--- src/rtl/crop_pkg.sv ---
// crop_pkg - shared definitions for the crop_filter / uncrop_pad pair.
//
// Contents:
//   coord_width(n)    : bits needed to count 0..n-1 (minimum 1)
//   DEFAULT_PAD_VALUE : pixel value used outside a crop window by default
//   window_fits(...)  : true when a crop window lies fully inside its frame,
//                       used for elaboration-time parameter checks
package crop_pkg;

    localparam int DEFAULT_PAD_VALUE = 0;

    function automatic int coord_width(input int n);
        int w;
        w = $clog2(n);
        return (w < 1) ? 1 : w;
    endfunction

    // One axis at a time: origin and size of the crop against the frame size.
    function automatic bit window_fits(input int frame_n, input int origin, input int crop_n);
        return (crop_n >= 1) && (origin >= 0) && (origin + crop_n <= frame_n);
    endfunction

endpackage

--- src/rtl/uncrop_pad_if.sv ---
// uncrop_pad_if - valid/ready pixel stream bundle for uncrop_pad.
//
// Input side : pixel_in, in_valid (to block), in_ready (from block)
// Output side: pixel_out, out_valid, frame_last (from block), out_ready (to block)
// Modports:
//   master : the environment (upstream source + downstream sink)
//   slave  : the uncrop_pad block
interface uncrop_pad_if #(
    parameter int PIXEL_BIT_WIDTH = 8
);
    logic [PIXEL_BIT_WIDTH-1:0] pixel_in;
    logic                       in_valid;
    logic                       in_ready;
    logic [PIXEL_BIT_WIDTH-1:0] pixel_out;
    logic                       out_valid;
    logic                       out_ready;
    logic                       frame_last;

    modport master (
        output pixel_in, in_valid, out_ready,
        input  in_ready, pixel_out, out_valid, frame_last
    );

    modport slave (
        input  pixel_in, in_valid, out_ready,
        output in_ready, pixel_out, out_valid, frame_last
    );
endinterface

--- src/rtl/raster_pos_counter.sv ---
// raster_pos_counter - row/col position of a ROWS x COLS raster scan.
//
// Ports:
//   clk, reset : clock, synchronous active-high reset (position -> 0,0)
//   advance    : step to the next raster position this cycle
//   row, col   : current position
//   last       : current position is the final one (ROWS-1, COLS-1)
// The scan wraps from the last position straight back to (0,0).
module raster_pos_counter
    import crop_pkg::*;
#(
    parameter int ROWS = 9,
    parameter int COLS = 9
) (
    input  logic                         clk,
    input  logic                         reset,
    input  logic                         advance,
    output logic [coord_width(ROWS)-1:0] row,
    output logic [coord_width(COLS)-1:0] col,
    output logic                         last
);
    localparam int RW = coord_width(ROWS);
    localparam int CW = coord_width(COLS);
    localparam logic [RW-1:0] ROW_MAX = RW'(ROWS - 1);
    localparam logic [CW-1:0] COL_MAX = CW'(COLS - 1);

    assign last = (row == ROW_MAX) && (col == COL_MAX);

    // NOTE: all state updates use <= so every register samples pre-edge values.
    always_ff @(posedge clk) begin
        if (reset) begin
            row <= '0;
            col <= '0;
        end else if (advance) begin
            if (col == COL_MAX) begin
                col <= '0;
                row <= (row == ROW_MAX) ? '0 : row + 1'b1;
            end else begin
                col <= col + 1'b1;
            end
        end
    end
endmodule

--- src/rtl/uncrop_pad.sv ---
// uncrop_pad - re-embeds a cropped CROP_ROWS x CROP_COLS raster stream into a
// FRAME_ROWS x FRAME_COLS frame at (Y_1, X_1), filling the rest with PAD_VALUE.
//
// Ports:
//   clk, reset  : clock, synchronous active-high reset
//   bus (slave) : pixel_in/in_valid/in_ready  - cropped input stream
//                 pixel_out/out_valid/out_ready/frame_last - full frame output
//   stall_count : (only with UNCROP_PAD_STALL_CNT_EN) saturating count of cycles
//                 where an in-window pixel could be produced but no input was valid
//
// Optional feature macro: UNCROP_PAD_STALL_CNT_EN
//
// The position counters track the next pixel to produce. Pad pixels are
// generated without consuming input; in-window pixels wait for in_valid.
module uncrop_pad
    import crop_pkg::*;
#(
    parameter int                         PIXEL_BIT_WIDTH = 8,
    parameter int                         CROP_ROWS       = 3,
    parameter int                         CROP_COLS       = 3,
    parameter int                         FRAME_ROWS      = 9,
    parameter int                         FRAME_COLS      = 9,
    parameter int                         Y_1             = 2,
    parameter int                         X_1             = 2,
    parameter logic [PIXEL_BIT_WIDTH-1:0] PAD_VALUE       = PIXEL_BIT_WIDTH'(DEFAULT_PAD_VALUE)
) (
    input  logic        clk,
    input  logic        reset,
    uncrop_pad_if.slave bus
`ifdef UNCROP_PAD_STALL_CNT_EN
    ,
    output logic [15:0] stall_count
`endif
);
    localparam int RW = coord_width(FRAME_ROWS);
    localparam int CW = coord_width(FRAME_COLS);

    if (!window_fits(FRAME_ROWS, Y_1, CROP_ROWS) || !window_fits(FRAME_COLS, X_1, CROP_COLS)) begin : g_bad_window
        $error("uncrop_pad: crop window does not fit inside the frame");
    end

    logic [RW-1:0]              row;
    logic [CW-1:0]              col;
    logic                       last;
    logic                       row_in;
    logic                       col_in;
    logic                       in_win;
    logic                       slot_free;
    logic                       advance;
    logic [PIXEL_BIT_WIDTH-1:0] pixel_q;
    logic                       valid_q;
    logic                       last_q;

    // Compare as signed ints so a window at the origin does not turn into an
    // always-true unsigned compare.
    assign row_in = (int'(row) >= Y_1) && (int'(row) < Y_1 + CROP_ROWS);
    assign col_in = (int'(col) >= X_1) && (int'(col) < X_1 + CROP_COLS);
    assign in_win = row_in && col_in;

    assign slot_free = !valid_q || bus.out_ready;
    // in_ready never looks at in_valid, so upstream may wait on it freely.
    assign bus.in_ready = slot_free && in_win && !reset;
    assign advance      = slot_free && (!in_win || bus.in_valid);

    raster_pos_counter #(
        .ROWS (FRAME_ROWS),
        .COLS (FRAME_COLS)
    ) u_pos (
        .clk     (clk),
        .reset   (reset),
        .advance (advance),
        .row     (row),
        .col     (col),
        .last    (last)
    );

    // Single output register; it only changes when the slot is free, so a
    // stalled pixel stays stable until downstream takes it.
    always_ff @(posedge clk) begin
        if (reset) begin
            pixel_q <= '0;
            valid_q <= 1'b0;
            last_q  <= 1'b0;
        end else if (advance) begin
            pixel_q <= in_win ? bus.pixel_in : PAD_VALUE;
            valid_q <= 1'b1;
            last_q  <= last;
        end else if (slot_free) begin
            valid_q <= 1'b0;
        end
    end

    assign bus.pixel_out  = pixel_q;
    assign bus.out_valid  = valid_q;
    assign bus.frame_last = last_q;

`ifdef UNCROP_PAD_STALL_CNT_EN
    always_ff @(posedge clk) begin
        if (reset) begin
            stall_count <= '0;
        end else if (slot_free && in_win && !bus.in_valid && (stall_count != 16'hFFFF)) begin
            stall_count <= stall_count + 16'd1;
        end
    end
`endif

endmodule

--- src/flat_wrapper.sv ---
// flat-port wrapper written by rule: the top's interface ports become plain ports
module uncrop_pad_flat import crop_pkg::*;
#(
    parameter int                         PIXEL_BIT_WIDTH = 8,
    parameter int                         CROP_ROWS       = 3,
    parameter int                         CROP_COLS       = 3,
    parameter int                         FRAME_ROWS      = 9,
    parameter int                         FRAME_COLS      = 9,
    parameter int                         Y_1             = 2,
    parameter int                         X_1             = 2,
    parameter logic [PIXEL_BIT_WIDTH-1:0] PAD_VALUE       = PIXEL_BIT_WIDTH'(DEFAULT_PAD_VALUE)
)
  (clk, reset, bus_pixel_in, bus_in_valid, bus_out_ready, bus_in_ready, bus_pixel_out, bus_out_valid, bus_frame_last);
  uncrop_pad_if #(.PIXEL_BIT_WIDTH(PIXEL_BIT_WIDTH)) bus_i ();
  input  logic clk;
  input  logic reset;
  input wire logic [$bits(bus_i.pixel_in)-1:0] bus_pixel_in;
  input wire logic [$bits(bus_i.in_valid)-1:0] bus_in_valid;
  input wire logic [$bits(bus_i.out_ready)-1:0] bus_out_ready;
  output wire logic [$bits(bus_i.in_ready)-1:0] bus_in_ready;
  output wire logic [$bits(bus_i.pixel_out)-1:0] bus_pixel_out;
  output wire logic [$bits(bus_i.out_valid)-1:0] bus_out_valid;
  output wire logic [$bits(bus_i.frame_last)-1:0] bus_frame_last;
  assign bus_i.pixel_in = bus_pixel_in;
  assign bus_i.in_valid = bus_in_valid;
  assign bus_i.out_ready = bus_out_ready;
  assign bus_in_ready = bus_i.in_ready;
  assign bus_pixel_out = bus_i.pixel_out;
  assign bus_out_valid = bus_i.out_valid;
  assign bus_frame_last = bus_i.frame_last;
  uncrop_pad #(.PIXEL_BIT_WIDTH(PIXEL_BIT_WIDTH), .CROP_ROWS(CROP_ROWS), .CROP_COLS(CROP_COLS), .FRAME_ROWS(FRAME_ROWS), .FRAME_COLS(FRAME_COLS), .Y_1(Y_1), .X_1(X_1), .PAD_VALUE(PAD_VALUE)) u_core (.clk(clk), .reset(reset), .bus(bus_i));
endmodule
--- config.mk ---
export PLATFORM = sky130hd
export DESIGN_NAME = uncrop_pad_flat
export DESIGN_NICKNAME = d
export VERILOG_FILES = /design/src/rtl/crop_pkg.sv /design/src/rtl/uncrop_pad_if.sv /design/src/rtl/raster_pos_counter.sv /design/src/rtl/uncrop_pad.sv /design/src/flat_wrapper.sv
export SDC_FILE = /design/constraint.sdc
export NUM_CORES = 1
export LEC_CHECK = 0
export BUFFER_PORTS_ARGS = -buffer_cell sky130_fd_sc_hd__buf_4
export CELL_PAD_IN_SITES_DETAIL_PLACEMENT = 1
export CELL_PAD_IN_SITES_GLOBAL_PLACEMENT = 1
export CORE_MARGIN = 1.5
export CORE_UTILIZATION = 35
export DETAILED_ROUTE_END_ITERATION = 8
export GPL_ROUTABILITY_DRIVEN = 0
export PLACE_DENSITY_LB_ADDON = 0.1
export SYNTH_ARGS = -nofsm -noshare
export SYNTH_HDL_FRONTEND = slang
export SYNTH_SLANG_ARGS = --single-unit
--- constraint.sdc ---
create_clock -name clk -period 2.77 [get_ports clk]
set_input_delay 0.6925 -clock clk [delete_from_list [all_inputs] [get_ports clk]]
set_output_delay 0.6925 -clock clk [all_outputs]
set_load 0.01 [all_outputs]
Yosys cells after proc, flatten, opt, wreduce, memory -nomap -nowiden

Cells that the tools add are included.

Register bits: 18
Bits of input ports: 12
Output and inout bits: 11
Word-level logic and storage cells: 32

Add/subtract/negate cells: 2
$lt $le $gt $ge: 4
Equal/unequal tests: 2
Muxes and demuxes: 5
Reductions and logical operators: 14

Operators by type and width:

| cell                                                                                 | count |
|---|---|
| 4-bit by 1-bit adder with 4-bit output (second input constant)                       | 2 |
| 4-bit == test (second input constant)                                                | 2 |
| 4-bit by 2-bit greater-or-equal comparator with 1-bit output (second input constant) | 2 |
| 4-bit by 3-bit less-than comparator with 1-bit output (second input constant)        | 2 |
| 4-bit two-way mux                                                                    | 2 |
| 8-bit two-way mux                                                                    | 1 |
| 1-bit logical AND                                                                    | 7 |
| 1-bit logical NOT                                                                    | 3 |
| 1-bit logical OR                                                                     | 2 |
| 1-bit two-way mux                                                                    | 2 |
| 2-bit AND reduction                                                                  | 1 |
| 2-bit nonzero test                                                                   | 1 |

Longest topological paths before layout

Depth after elaboration: 7
Depth in mapped cells: 6
Mapped depth without buffers: 6

Modules after synthesis

A second synthesis with hierarchy kept.

Cells, all modules: 88
Area, all modules: 857.1 µm²

By module, submodules not included:

| module             | times used | cells an instance | area an instance (µm²) | seq. area each (µm²) |
|---|---|---|---|---|
| uncrop_pad         | 1          | 39                | 436.7                  | 200.2 |
| raster_pos_counter | 1          | 49                | 420.4                  | 160.2 |

Worst setup path after synthesis

OpenSTA, ideal clock, no wires.

Path kind: input-to-output
Start: in bus_out_ready
End: out bus_in_ready
Data arrival time: 1.452 ns
Data required time: 2.078 ns
Slack: 0.625 ns
Stages: 4
Path buffers: 1
Path through: nand2b_1 buf_2 nand2_1 nor4_1

Longest elaborated chain between the ends: 3

Ends and longest elaborated chain:

| what                            | RTL line           | source |
|---|---|---|
| start: declaration              | flat_wrapper.sv:19 | `input wire logic [$bits(bus_i.out_ready)-1:0] bus_out_ready;` |
| 1-bit logical OR                | uncrop_pad.sv:60   | `assign slot_free = !valid_q \|\| bus.out_ready;` |
| 1-bit logical AND (2 in series) | uncrop_pad.sv:62   | `assign bus.in_ready = slot_free && in_win && !reset;` |
| end: declaration                | flat_wrapper.sv:20 | `output wire logic [$bits(bus_i.in_ready)-1:0] bus_in_ready;` |

No other way between the ends.

Worst setup path after layout

Start: reg u_core.u_pos.col[0]
End: out bus_in_ready

Longest elaborated chain between the ends: 5
Elaborated cells on any way between the ends: 6
Classes of those cells: order compare: 2; reduce/logical: 4

Ends and longest elaborated chain:

| what                                                                                                                                  | RTL line                 | source |
|---|---|---|
| start: declaration                                                                                                                    | raster_pos_counter.sv:19 | `output logic [coord_width(COLS)-1:0] col,` |
| start signal: assignment                                                                                                              | raster_pos_counter.sv:39 | `col <= col + 1'b1;` |
| 4-bit by 2-bit greater-or-equal comparator with 1-bit output or 4-bit by 3-bit less-than comparator with 1-bit output (tied branches) | uncrop_pad.sv:57         | `assign col_in = (int'(col) >= X_1) && (int'(col) < X_1 + CROP_COLS);` |
| 1-bit logical AND (*)                                                                                                                 | uncrop_pad.sv:57         |  |
| 1-bit logical AND (*)                                                                                                                 | uncrop_pad.sv:58         | `assign in_win = row_in && col_in;` |
| 1-bit logical AND (*) (2 in series)                                                                                                   | uncrop_pad.sv:62         |  |

Every way passes the cells marked *; elsewhere a longest branch is shown, timed or not.

==> flow_summary.yaml <==
hold_path:
  min_path_cells: 2
  hp-class: "register to register"
  hp-start: "u_core.bus.frame_last"
  min_to: "u_core.bus.frame_last"
synthesis:
  synth.avg_cell_area_um2: 9.941
  synth.area.top_cells: "dfxtp_1, ha_1, a22o_1, nand2_1, mux2i_1"
  syn-instance-count: 91
  seq_area_frac_synth: 0.3983
  syn_nets: 109
  netlist_area_um2: 904.6
  synth.distinct_cells: 34
  synth.most_common_cell: "dfxtp_1"
  async_flop_share: 0
  synth_flop_cell: "dfxtp_1"
  ys_ff_latch: 18
  synth.top_cell.area_share: 0.3983
  synthTopCellsByCount: "dfxtp_1, nand2_1, a22o_1"
  synth_top_area_cell: "dfxtp_1"
  yosys_warnings: 0
  synth_edf_count: 0
power_and_ir_drop:
  vdd_ir_drop_max_v: 0.0003641
  p_int_w: 0.0003705
  clock_power_share: 0.335
  power_switching_share: 0.2487
  total_power_w: 0.0004932
  net-switching-power_w: 0.0001227
  p_leak_nw: 0.4818
  comb_power_share: 0.113
  seqPwrFrac: 0.552
  power.density_nw_per_um2: 431.7
global_routing:
  grt_pass1_wl_um: 3429
  grt_pass1_vias: 749
  grt_overflow_total: 0
  track_usage: 0.1676
  grt_max_degree: 15
  antenna_found_initial: 0
detailed_routing:
  vias: 765
  detail_route.first_pass.iterations: 2
  wirelength_um: 2050
  avgRoutedWirePerCell_um: 14.04
  postRouteAntennaNets: 0
  drc: 0
  drt_iter0_markers: 3
  vias_per_cell: 5.240
setup_path:
  r2r-start: "u_core.u_pos.col[1]"
  cpMaxStageDelayCell: "dfxtp_1"
  cp.required_ps: 2080
  ff2ff_setup_slack_ps: 980
  crit_arrival_ps: 1790
  crit_fanout: 8
  path_class: "register to output pin"
  r2r_end: "u_core.bus.pixel_out[5]"
  startpoint_type: "register"
  worst_path_largest_cell_delay_ps: 440
  end_kind: "output pin"
  worst_r2r_path_depth: 6
  critical_path.cell_chain: "inv_1 -> ha_1 -> o31ai_4 -> nor4_1 -> buf_4"
  path_delay_family: "flip-flops"
  crit_buf_inv: 2
  critical_path_depth: 5
floorplanning:
  io_pins: 23
  initial_core_util: 0.3685
  rows: 18
  die_x_um: 53.84
  dieArea_um2: 2899
  coreArea_um2: 2455
  fp.dieH_um: 53.84
cts:
  cts_inserted_buffers: 3
  cts_tree: "built"
  clk_pin_slew_ps: 110
  h-tree-depth: 1
  post-cts-setup-buffers: 0
  cts.sinks: 18
  ctsResizeCount: 0
  cts_hold_buf: 0
  insertion_delay_ps: 300
  cts_root_buf: "clkbuf_4"
  clockBufferDepth: 2
timing:
  fin_tns_setup_ps: 0
  fin_crit_sh: 0.8964
  finalHoldViolCount: 0
  maxSlewViolCount: 0
  clock_skew_ps: 2.059
  fin_crit_ps: 2483
  rsz0062_at_grt: "no"
  max_freq_mhz: 402.7
  setup_violations: 0
  relSlewSlack: 0.6716
  tightest_slew_ps: 492.6
placement:
  dpl_cell_area_um2: 1106
  portBuffers: 22
  place_hpwl_um: 1571
final_layout:
  fin_area_um2: 1142
  n_antenna_cell: 0
  finalNetCount: 135
  drive_above_1_share: 0.2759
  finish.utilization: 0.4653
  syn2layout_area_growth_pct: 26.28
run_status:
  outcome: "finished clean"
job:
  maxCapViolCount: 0
## placed cells by master (no fill, tap or decap), drive strengths merged
cell type,instances
a211o,1
nor4,3
mux2i,3
a22o,8
nand2,10
nor3,1
clkbuf,4
dfxtp,18
or2b,1
o21a,1
o21ba,1
nand4,1
and3b,1
a32o,1
o2111ai,1
nor2,4
nand2b,2
a211oi,1
or3,2
inv,6
nand4b,1
ha,6
o211ai,2
a21oi,4
o21ai,1
o31ai,2
nand3b,1
nand3,4
buf,23
o32ai,2
## power by group through the flow
stage / clock [W] / combinational [W] / sequential [W]
6_report: 0.000165 / 0.0000557 / 0.000272
4_1_cts: 0.000174 / 0.0000563 / 0.000272
3_3_place_gp: 0 / 0.0000551 / 0.000276
5_1_grt: 0.000186 / 0.0000621 / 0.000274
3_5_place_dp: 0 / 0.0000560 / 0.000278
2_1_floorplan: 0 / 0.0000330 / 0.000276
## flip-flops by register name, indices dropped and copies added, names as in the netlist
name and count:
u_core.bus.frame_last 1, u_core.bus.out_valid 1, u_core.bus.pixel_out 8, u_core.u_pos.col 4
u_core.u_pos.row 4
## final cells by class
cell class,instances,area (um^2)
tap,30,37.54
timing repair buffer,23,172.7
clock buffer,4,36.28
inverter,6,22.52
multi-input combinational,65,513.0
sequential,18,360.3
fill,302,1313
## cell families after synthesis
logic type | synth area share
simple gates | 0.1992
compound gates | 0.2517
flops | 0.3983
buf+inv | 0.03457
fa+ha+maj | 0.08299
mux | 0.03320
## worst reg2reg max path: stages, from the launching register on
cell and delay (ps):
dfxtp_1 400, inv_1 110, ha_1 210, nand2b_1 140
nand2_1 160, nor4_4 510, a22o_1 210
## per-stage QoR
stage | hold WS [ps] | setup WS, ps | std cells
floorplan | 466.6 | 625.1 | 91
global placement | 463.3 | 686.9 | 142
CTS | 486.7 | 263.8 | 146
finish | 488.4 | 286.9 | 146
detailed placement | 467.0 | 617.4 | 142
global route | 520.6 | 65.23 | 146
## per-layer routing
| metal | up-vias | track usage | wire length, um |
|---|---|---|---|
| li1 | 389 | - | - |
| met1 | 360 | 0.2102 | 978 |
| met2 | 12 | 0.2683 | 970 |
| met3 | 4 | 0.05833 | 77 |
| met4 | 0 | 0.05128 | 23 |
| met5 | - | 0 | 0 |
## worst max-delay path by stage
stage	slack (ps)	to	from
6_report	290	bus_in_ready	u_core.u_pos.col[0]
4_1_cts	260	bus_in_ready	u_core.u_pos.col[0]
5_1_grt	70	bus_in_ready	u_core.u_pos.col[0]
3_3_place_gp	690	bus_in_ready	bus_out_ready
2_1_floorplan	630	bus_in_ready	bus_out_ready
3_5_place_dp	620	bus_in_ready	u_core.u_pos.col[0]
(Power assumes the default switching activity.)
